$ cat src/rtl/operand_pipe.sv
// operand_pipe: two-stage operand conditioning unit.
// Stage 1 selects one of NUM_IN operands (flagging out-of-range selects),
// stage 2 optionally two's-complement negates it and flags overflow.
// Both stages use valid/ready handshaking with full 1 item/cycle throughput.
module operand_pipe #(
    parameter int WIDTH  = 8,
    parameter int NUM_IN = 4,
    parameter int SEL_W  = 2
) (
    input  logic                    clk_i,
    input  logic                    rst_i,
    input  logic [NUM_IN*WIDTH-1:0] in_data_i,
    input  logic [SEL_W-1:0]        select_i,
    input  logic                    negate_i,
    input  logic                    in_valid_i,
    output logic                    in_ready_o,
    output logic [WIDTH-1:0]        out_data_o,
    output logic                    out_ovf_o,
    output logic                    out_err_o,
    output logic                    out_valid_o,
    input  logic                    out_ready_i
);

    // Most-negative value: the only operand whose negation overflows.
    localparam logic [WIDTH-1:0] MIN_NEG = {1'b1, {(WIDTH-1){1'b0}}};

    // Unpacked view of the operand bus.
    logic [WIDTH-1:0] operand_w [NUM_IN];

    generate
        for (genvar gi = 0; gi < NUM_IN; gi++) begin : g_unpack
            assign operand_w[gi] = in_data_i[gi*WIDTH +: WIDTH];
        end
    endgenerate

    // Stage 1 registers
    logic             s1_valid_q;
    logic [WIDTH-1:0] s1_data_q;
    logic             s1_neg_q;
    logic             s1_err_q;
    logic [WIDTH-1:0] s1_data_d;
    logic             s1_err_d;

    // Stage 2 registers (drive the outputs directly)
    logic             s2_valid_q;
    logic [WIDTH-1:0] s2_data_q;
    logic             s2_ovf_q;
    logic             s2_err_q;
    logic [WIDTH-1:0] s2_data_d;
    logic             s2_ovf_d;

    // Handshake
    logic s2_adv;
    logic s1_adv;
    logic in_accept;

    assign s2_adv     = !s2_valid_q || out_ready_i;
    assign s1_adv     = s1_valid_q && s2_adv;
    assign in_ready_o = !s1_valid_q || s2_adv;
    assign in_accept  = in_valid_i && in_ready_o;

    // Operand select: out-of-range selects fall back to operand 0 and flag err.
    always_comb begin
        s1_data_d = operand_w[0];
        s1_err_d  = 1'b1;
        for (int k = 0; k < NUM_IN; k++) begin
            if (select_i == SEL_W'(k)) begin
                s1_data_d = operand_w[k];
                s1_err_d  = 1'b0;
            end
        end
    end

    // Conditional negation; negating MIN_NEG wraps back to itself and flags overflow.
    always_comb begin
        s2_data_d = s1_data_q;
        s2_ovf_d  = 1'b0;
        if (s1_neg_q) begin
            s2_data_d = ~s1_data_q + WIDTH'(1);
            s2_ovf_d  = (s1_data_q == MIN_NEG);
        end
    end

    // Stage 1: load on input transfer, otherwise empty out when the item moves on.
    always_ff @(posedge clk_i or posedge rst_i) begin
        if (rst_i) begin
            s1_valid_q <= 1'b0;
            s1_data_q  <= '0;
            s1_neg_q   <= 1'b0;
            s1_err_q   <= 1'b0;
        end else if (in_accept) begin
            s1_valid_q <= 1'b1;
            s1_data_q  <= s1_data_d;
            s1_neg_q   <= negate_i;
            s1_err_q   <= s1_err_d;
        end else if (s1_adv) begin
            s1_valid_q <= 1'b0;
        end
    end

    // Stage 2: take the stage 1 item whenever the output slot is free or draining.
    always_ff @(posedge clk_i or posedge rst_i) begin
        if (rst_i) begin
            s2_valid_q <= 1'b0;
            s2_data_q  <= '0;
            s2_ovf_q   <= 1'b0;
            s2_err_q   <= 1'b0;
        end else if (s2_adv) begin
            s2_valid_q <= s1_valid_q;
            if (s1_valid_q) begin
                s2_data_q <= s2_data_d;
                s2_ovf_q  <= s2_ovf_d;
                s2_err_q  <= s1_err_q;
            end
        end
    end

    assign out_valid_o = s2_valid_q;
    assign out_data_o  = s2_data_q;
    assign out_ovf_o   = s2_ovf_q;
    assign out_err_o   = s2_err_q;

endmodule

$ cat config.mk
export PLATFORM = sky130hd
export DESIGN_NAME = operand_pipe
export DESIGN_NICKNAME = d
export VERILOG_FILES = /design/src/rtl/operand_pipe.sv
export SDC_FILE = /design/constraint.sdc
export NUM_CORES = 1
export LEC_CHECK = 0
export CELL_PAD_IN_SITES_DETAIL_PLACEMENT = 2
export CELL_PAD_IN_SITES_GLOBAL_PLACEMENT = 2
export CORE_ASPECT_RATIO = 1.75
export CORE_MARGIN = 10
export CORE_UTILIZATION = 27
export DETAILED_ROUTE_END_ITERATION = 8
export PLACE_DENSITY = 0.95
export SYNTH_ARGS = -nofsm -noshare
export SYNTH_HDL_FRONTEND = slang
export SYNTH_SLANG_ARGS = --single-unit
$ cat constraint.sdc
create_clock -name clk_i -period 2.25 [get_ports clk_i]
set_input_delay 0.3375 -clock clk_i [delete_from_list [all_inputs] [get_ports clk_i]]
set_output_delay 0.3375 -clock clk_i [all_outputs]
set_load 0.005 [all_outputs]
; ---- Yosys cells after proc, flatten, opt, wreduce, memory -nomap -nowiden
; Index checks and enable logic that the tools add are counted.
[op_classes]
n_addsub = 1
n_bitwise = 1
reduce_logical = 9
muxes = 11
n_eq_ne = 4
[op_table]
columns = op, count
row1 = 2-to-1 mux 8 bit, 4
row2 = adder 8 x 1 -> 8 bit (second input constant), 1
row3 = equality test 8 bit (second input constant), 1
row4 = NOT 8 bit, 1
row5 = 2-to-1 mux 1 bit, 7
row6 = equality test 2 bit (second input constant), 2
row7 = equality test 2 x 1 -> 1 bit (second input constant), 1
row8 = logical AND 1 bit, 2
row9 = zero test 1 bit, 2
row10 = zero test 2 bit, 1
row11 = logical OR 1 bit, 2
row12 = AND reduction 2 bit, 1
row13 = nonzero test 2 bit, 1
[word_totals]
in_bits = 39
output_inout_bits = 12
ff_bits = 22

; ---- Logic depth before layout (Yosys ltp)
; Gate-level depths: netlist (run 1).
[logic_depth]
word_depth = 5
ltp_mapped = 5
mapped_depth_nobuf = 5

; ---- Least setup slack after synthesis (run 1)
; Ideal clock, no wire load.
[synth_path]
path_type = flip-flop to flip-flop
from = reg s1_data_q[1]
to = reg s2_data_q[5], in the netlist out_data_o[5]
path_slack_ns = 0.864
arrival_time_ns = 1.258
stages_incl_launch_ff = 5
setup_ns = 0.127
period_less_slack_ns = 1.386
path_cell_list = dfrtp_1 -> or4_1 -> o21ai_2 -> xor2_1 -> o21ai_1
[synth_via]
elab_chain_len = 3
[synth_lines]
columns = element, line
row1 = start: declaration, 38  ; logic [WIDTH-1:0] s1_data_q;
row2 = start signal: assignment, 93  ; s1_data_q <= s1_data_d;
row3 = NOT 8 bit, 79  ; s2_data_d = ~s1_data_q + WIDTH'(1);
row4 = adder 8 x 1 -> 8 bit, 79
row5 = 2-to-1 mux 8 bit, 78  ; if (s1_neg_q) begin
row6 = end signal: assignment, 111  ; s2_data_q <= s2_data_d;
row7 = end: declaration, 46  ; logic [WIDTH-1:0] s2_data_q;
; No other way between the ends.
; A chain may end at the register's enable or synchronous reset.

; ---- Worst setup path in the final report (run 1)
[layout_path]
from = in out_ready_i
to = out in_ready_o
[layout_via]
elab_chain_len = 2
[layout_lines]
columns = element, line
row1 = start: declaration, 21  ; input logic out_ready_i
row2 = logical OR 1 bit, 57  ; assign s2_adv = !s2_valid_q || out_ready_i;
row3 = logical OR 1 bit, 59  ; assign in_ready_o = !s1_valid_q || s2_adv;
row4 = end: declaration, 16  ; output logic in_ready_o,
; No other way between the ends.

==> results of run 1 <==
## kinds of logic after synthesis
group                    synth area share
adder cells (fa/ha/maj)            0.0109
buffers and inverters              0.0272
XOR/XNOR                           0.0458
multiplexers                        0.264
AND/OR/NAND/NOR                     0.100
flip-flops                          0.479
AO/OA/AOI/OAI                      0.0730
## power groups by stage
stage	clock network [µW]	logic (µW)	registers, µW
after detailed placement	0	403	560
after floorplan	0	183	542
after global routing	306	436	568
after global placement	0	374	550
after CTS	290	409	554
final	281	397	551
## layout make-up
type,instances,area share
well taps,49,0.0347
inverters,3,0.00637
repair buffers,53,0.296
flip-flops and latches,22,0.311
clock buffers,4,0.0311
multi-input cells,64,0.321
## registers in the layout (all words and copies together), names as in the netlist
signal       cells
s1_valid_q       1
out_valid_o      1
s1_neg_q         1
out_data_o       8
s1_err_q         1
out_ovf_o        1
out_err_o        1
s1_data_q        8
## routing by layer
metal / track usage / up-vias
met4: 0.0390 / 0
met5: 0 / -
li1: - / 439
met2: 0.192 / 44
met1: 0.0678 / 454
met3: 0.0521 / 2
## stage by stage
stage / hold WS [ns] / setup slack [ns]
global route: 0.437 / 0.336
CTS: 0.421 / 0.362
detailed placement: 0.474 / 0.299
floorplan: 0.327 / 0.864
global placement: 0.465 / 0.369
finish: 0.410 / 0.382
## worst max-delay path, cell delays in order
cell	delay, ns
clkdlybuf4s50_1	0.48
nand3b_1	0.17
clkdlybuf4s50_1	0.54
## worst paths after layout
| kind | to | slack (ns) | depth (start not counted) |
|---|---|---|---|
| min reg2reg | out_data_o[3] | 0.48 | 2 |
| min in group clk_i | out_data_o[3] | 0.48 | 2 |
| max reg2reg | out_data_o[7] | 0.51 | 4 |
| min | out_valid_o | 0.41 | 3 |
| max in group asynchronous | out_data_o[6] | 1.61 | 3 |
| max | in_ready_o | 0.38 | 3 |
## Yosys cell counts (2+ instances only)
cell	instances	area (µm²)
dfrtp_1	22	551
nand2_1	12	45.0
mux2_2	10	113
mux4_2	8	180
o21ai_0	8	40.0
xnor2_1	4	35.0
a21boi_0	3	22.5
inv_1	3	11.3
nand2b_1	3	18.8
nor2_1	2	7.51
xor2_1	2	17.5
==> flow_metrics.py, run 1 <==
metrics = {
    "outcome": {
        "status": "finished clean",
    },
    "drt": {
        "drcViolationCount": 0,
        "highest_layer": "met4",
        "wl_per_cell_um": 18.2,
        "drt-total-wl_um": 3540,
        "viasPerCell": 4.82,
        "final_antenna_net_count": 0,
        "drt-met1-wl_um": 1070,
        "routed-wl-met2_um": 2000,
        "drt_first_pass_iters": 3,
        "vias": 939,
        "wl_met3_um": 434,
        "drtIter0Drc": 20,
    },
    "grt": {
        "overflow": 0,
        "grt_pass1_vias": 1178,
        "grt_pass1_wl_um": 5670,
        "grt_usage": 0.0949,
        "grt_start_max_net_pins": 23,
        "antenna_found_initial": 0,
    },
    "clock_tree": {
        "cts_buffers": 3,
        "worstSkewPairLatency_ns": 0.26,
        "clk_path_buf_depth": 2,
        "cts_tree": "done",
        "cts_hold_buf": 0,
        "cts_setup_buffers": 0,
        "htree_levels": 1,
        "cts_sinks": 22,
        "post_cts_resized": 0,
        "clk_pin_slew_worst_paths_ns": 0.08,
        "root_buffer": "clkbuf_8",
    },
    "power": {
        "clkPwrFrac": 0.228,
        "ir_drop_mv": 0.326,
        "p_leak_uw": 0.000714,
        "total_power_uw": 1230,
        "seqPwrFrac": 0.449,
        "power.internal_uw": 888,
        "combPwrFrac": 0.323,
        "power_density_nw_per_um2": 695,
        "p_sw_frac": 0.278,
        "p_sw_uw": 341,
    },
    "floorplanning": {
        "start_util": 0.279,
        "io_pins": 51,
        "num_rows": 31,
        "core_area_um2": 4110,
        "die_w_um": 69.3,
        "chipHeight_um": 106,
        "dieArea_um2": 7370,
    },
    "place": {
        "place_congestion": 0.753,
        "hpwl_um": 3050,
        "postPlaceCellArea_um2": 1710,
        "io_buffer_count": 50,
        "dp_cells": 191,
    },
    "final_layout": {
        "multi_input_comb_area_um2": 567,
        "final_cell_mix": "clkdlybuf4s50_1, dfrtp_1, nand2_1, mux2_2",
        "nets": 187,
        "finalNonFillerCells": 195,
        "fin_area_um2": 1770,
        "postLayoutCoreUtil": 0.430,
        "register_area_um2": 551,
        "areaGrowthSynthToFinish_pct": 53.9,
        "antennaDiodeCount": 0,
        "drive_gt1_frac": 0.178,
        "mostFrequentLayoutCell": "clkdlybuf4s50_1",
        "nFillCells": 451,
    },
    "sta": {
        "max_clock_freq_mhz": 535,
        "setup-tns-final_ns": 0,
        "setup_viol": 0,
        "worstMarginPinSlew_ns": 0.589,
        "max_slew_margin": 0.604,
        "grt_setup_unrepaired": "false",
        "finalMaxSlewViolations": 0,
        "final.period_utilization": 0.830,
        "fin_skew_ns": 0.00542,
        "hold_viol": 0,
        "layout_min_cycle_time_ns": 1.87,
    },
    "synth": {
        "synth_edf_count": 0,
        "synthArstFlopShare": 1.00,
        "syn_area_um2": 1150,
        "syn_inst": 93,
        "synth_nets": 133,
        "syn_area_per_cell_um2": 12.4,
        "synth_seq_cells": 22,
        "yosysSeqAreaShare": 0.479,
        "synthFlopType": "dfrtp_1",
        "synth.distinct_cells": 27,
        "synth_warnings": 0,
    },
    "setup_path": {
        "critPathLaunch": "out_ready_i",
        "critical_path.startpoint_type": "input pin",
        "required_ns": 1.91,
        "cp.arrival_ns": 1.53,
        "rr_startpoint": "s1_data_q[2]",
        "path_class": "in -> out",
        "cp_max_fo": 3,
        "endpoint_kind": "output pin",
    },
    "min_path": {
        "hold_class": "in -> async",
    },
    "job": {
        "cap_viol_max_count": 0,
    },
}
Note: power is estimated with default switching activity, not from simulation.
==> run 2, diff against run 1 <==
Settings changed: CORE_UTILIZATION 27 to 25, PLACE_DENSITY 0.95 to 0.9.
Clock period 2.25 ns to 1.75 ns, I/O delays scaled along.
==> run 2 against run 1 <==
  * Worst setup slack worse by 0.33 ns
  * Routed wire length decreased by 4.7%
  * Worst hold slack worse by 0.074 ns
  * Power rose by 24%
  * Global-route usage decreased by 0.48 points
  * Register-to-register slack got worse by 0.27 ns
  * Utilization down 3.2 points
  * Via count up 1.9%
  * Sequential cell count stayed put
  * Cell count rose by 1.0%
==> flow_metrics.py, run 2 (synthesis results as in run 1) <==
metrics = {
    "drt": {
        "drtIter0Drc": 5,
        "drt_first_pass_iters": 3,
        "viasPerCell": 4.86,
        "final_antenna_net_count": 0,
        "vias": 957,
        "wl_per_cell_um": 17.1,
        "drcViolationCount": 0,
        "drt-total-wl_um": 3370,
    },
    "floorplanning": {
        "num_rows": 32,
        "dieArea_um2": 7810,
        "start_util": 0.258,
        "core_area_um2": 4440,
        "die_w_um": 71.2,
        "chipHeight_um": 110,
        "io_pins": 51,
    },
    "grt": {
        "overflow": 0,
        "grt_pass1_wl_um": 5640,
        "use_met3": 0.0551,
        "grt_usage": 0.0902,
        "gr-usage-met1": 0.0649,
        "grt_pass1_vias": 1161,
        "busiest_layer": "met2",
        "antenna_found_initial": 0,
        "grt_start_max_net_pins": 23,
        "grtUsageMet2": 0.178,
    },
    "place": {
        "place_ws_ns": -0.0978,
        "hpwl_um": 3060,
        "postPlaceCellArea_um2": 1720,
        "place_congestion": 0.708,
        "io_buffer_count": 50,
        "dp_cells": 194,
    },
    "final_layout": {
        "final_cell_mix": "clkdlybuf4s50_1, dfrtp_1, nand2_1, mux2_2",
        "postLayoutCoreUtil": 0.398,
        "nFillCells": 462,
        "multi_input_comb_area_um2": 573,
        "nets": 188,
        "fin_area_um2": 1770,
        "antennaDiodeCount": 0,
        "finalNonFillerCells": 197,
        "areaGrowthSynthToFinish_pct": 54.1,
        "drive_gt1_frac": 0.185,
        "register_area_um2": 551,
        "mostFrequentLayoutCell": "clkdlybuf4s50_1",
    },
    "setup_path": {
        "critPathBufInv": 2,
        "cp_slowest_cell": "clkdlybuf4s50_1",
        "endpoint_kind": "output pin",
        "cp_common_cell": "clkdlybuf4s50_1",
        "cp_max_fo": 3,
        "critPathMaxStageDelay_ns": 0.53,
        "critPathTopFamily": "buffers and inverters",
        "ff2ff_setup_slack_ns": 0.24,
        "critical_path.startpoint_type": "input pin",
        "crit_cells": 3,
        "required_ns": 1.49,
        "path_cells": "clkdlybuf4s50_1 -> nand3b_1 -> clkdlybuf4s50_1",
        "cp.arrival_ns": 1.44,
        "r2r_cells": 4,
        "path_class": "in -> out",
    },
    "job": {
        "cap_viol_max_count": 0,
    },
    "clock_tree": {
        "worstSkewPairLatency_ns": 0.26,
        "post_cts_resized": 0,
        "cts_tree": "done",
        "htree_levels": 1,
        "cts_hold_buf": 0,
        "clk_pin_slew_worst_paths_ns": 0.07,
        "root_buffer": "clkbuf_8",
        "cts_buffers": 3,
        "clk_path_buf_depth": 2,
        "cts_sinks": 22,
        "cts_setup_buffers": 0,
    },
    "power": {
        "power_density_nw_per_um2": 857,
        "ir_drop_mv": 0.303,
        "p_leak_uw": 0.000713,
    },
    "min_path": {
        "hold_class": "in -> async",
    },
    "sta": {
        "worstMarginPinSlew_ns": 0.396,
        "grt_setup_unrepaired": "false",
        "layout_min_cycle_time_ns": 1.70,
        "hold_viol": 0,
        "max_clock_freq_mhz": 588,
        "layout_setup_ws_ns": 0.0484,
        "max_slew_margin": 0.734,
        "setup_viol": 0,
        "final.period_utilization": 0.972,
        "fin_skew_ns": 0.00235,
        "setup-tns-final_ns": 0,
        "finalMaxSlewViolations": 0,
    },
    "outcome": {
        "status": "finished clean",
    },
}
-- run 2: final timing paths --
check                              startpoint             to
worst max-delay path              out_ready_i     in_ready_o
worst min-delay path                    rst_i    out_valid_o
worst max register to register   s1_data_q[2]  out_data_o[5]
worst min register to register  out_data_o[3]  out_data_o[3]
max in group asynchronous               rst_i   s1_data_q[6]
min in group clk_i              out_data_o[3]  out_data_o[3]
-- run 2: where the power goes --
group | switching (µW) | internal [µW] | leakage, µW | total [µW]
registers | 96.8 | 613 | 0.000266 | 710
clock network | 150 | 154 | 0.0000216 | 303
logic | 174 | 330 | 0.000425 | 504
total | 420 | 1100 | 0.000713 | 1520
-- run 2: routing by layer --
metal  part of all wire  vias to the layer above
met3               0.14                        5
met4              0.017                        0
met1               0.27                      465
met5                  0                        -
met2               0.57                       49
li1                   -                      438
-- run 2: final cells by class --
cell class | count | share of cell area
multi-input combinational | 64 | 0.324
sequential | 22 | 0.311
inverter | 3 | 0.00636
clock buffer | 3 | 0.0233
timing repair buffer | 54 | 0.300
tap | 51 | 0.0360
-- run 2: worst reg2reg max path, stage by stage, from the launching register on --
cell     delay, ns
dfrtp_1       0.47
or4_1         0.55
o21ai_2       0.15
xor2_1        0.16
o21ai_1       0.07
-- run 2: through the flow --
| step | power (µW) | hold WS (ns) |
|---|---|---|
| 2_1_floorplan | 933 | 0.252 |
| 3_3_place_gp | 1190 | 0.465 |
| 3_5_place_dp | 1240 | 0.473 |
| 4_1_cts | 1550 | 0.349 |
| 5_1_grt | 1620 | 0.363 |
| 6_report | 1520 | 0.337 |
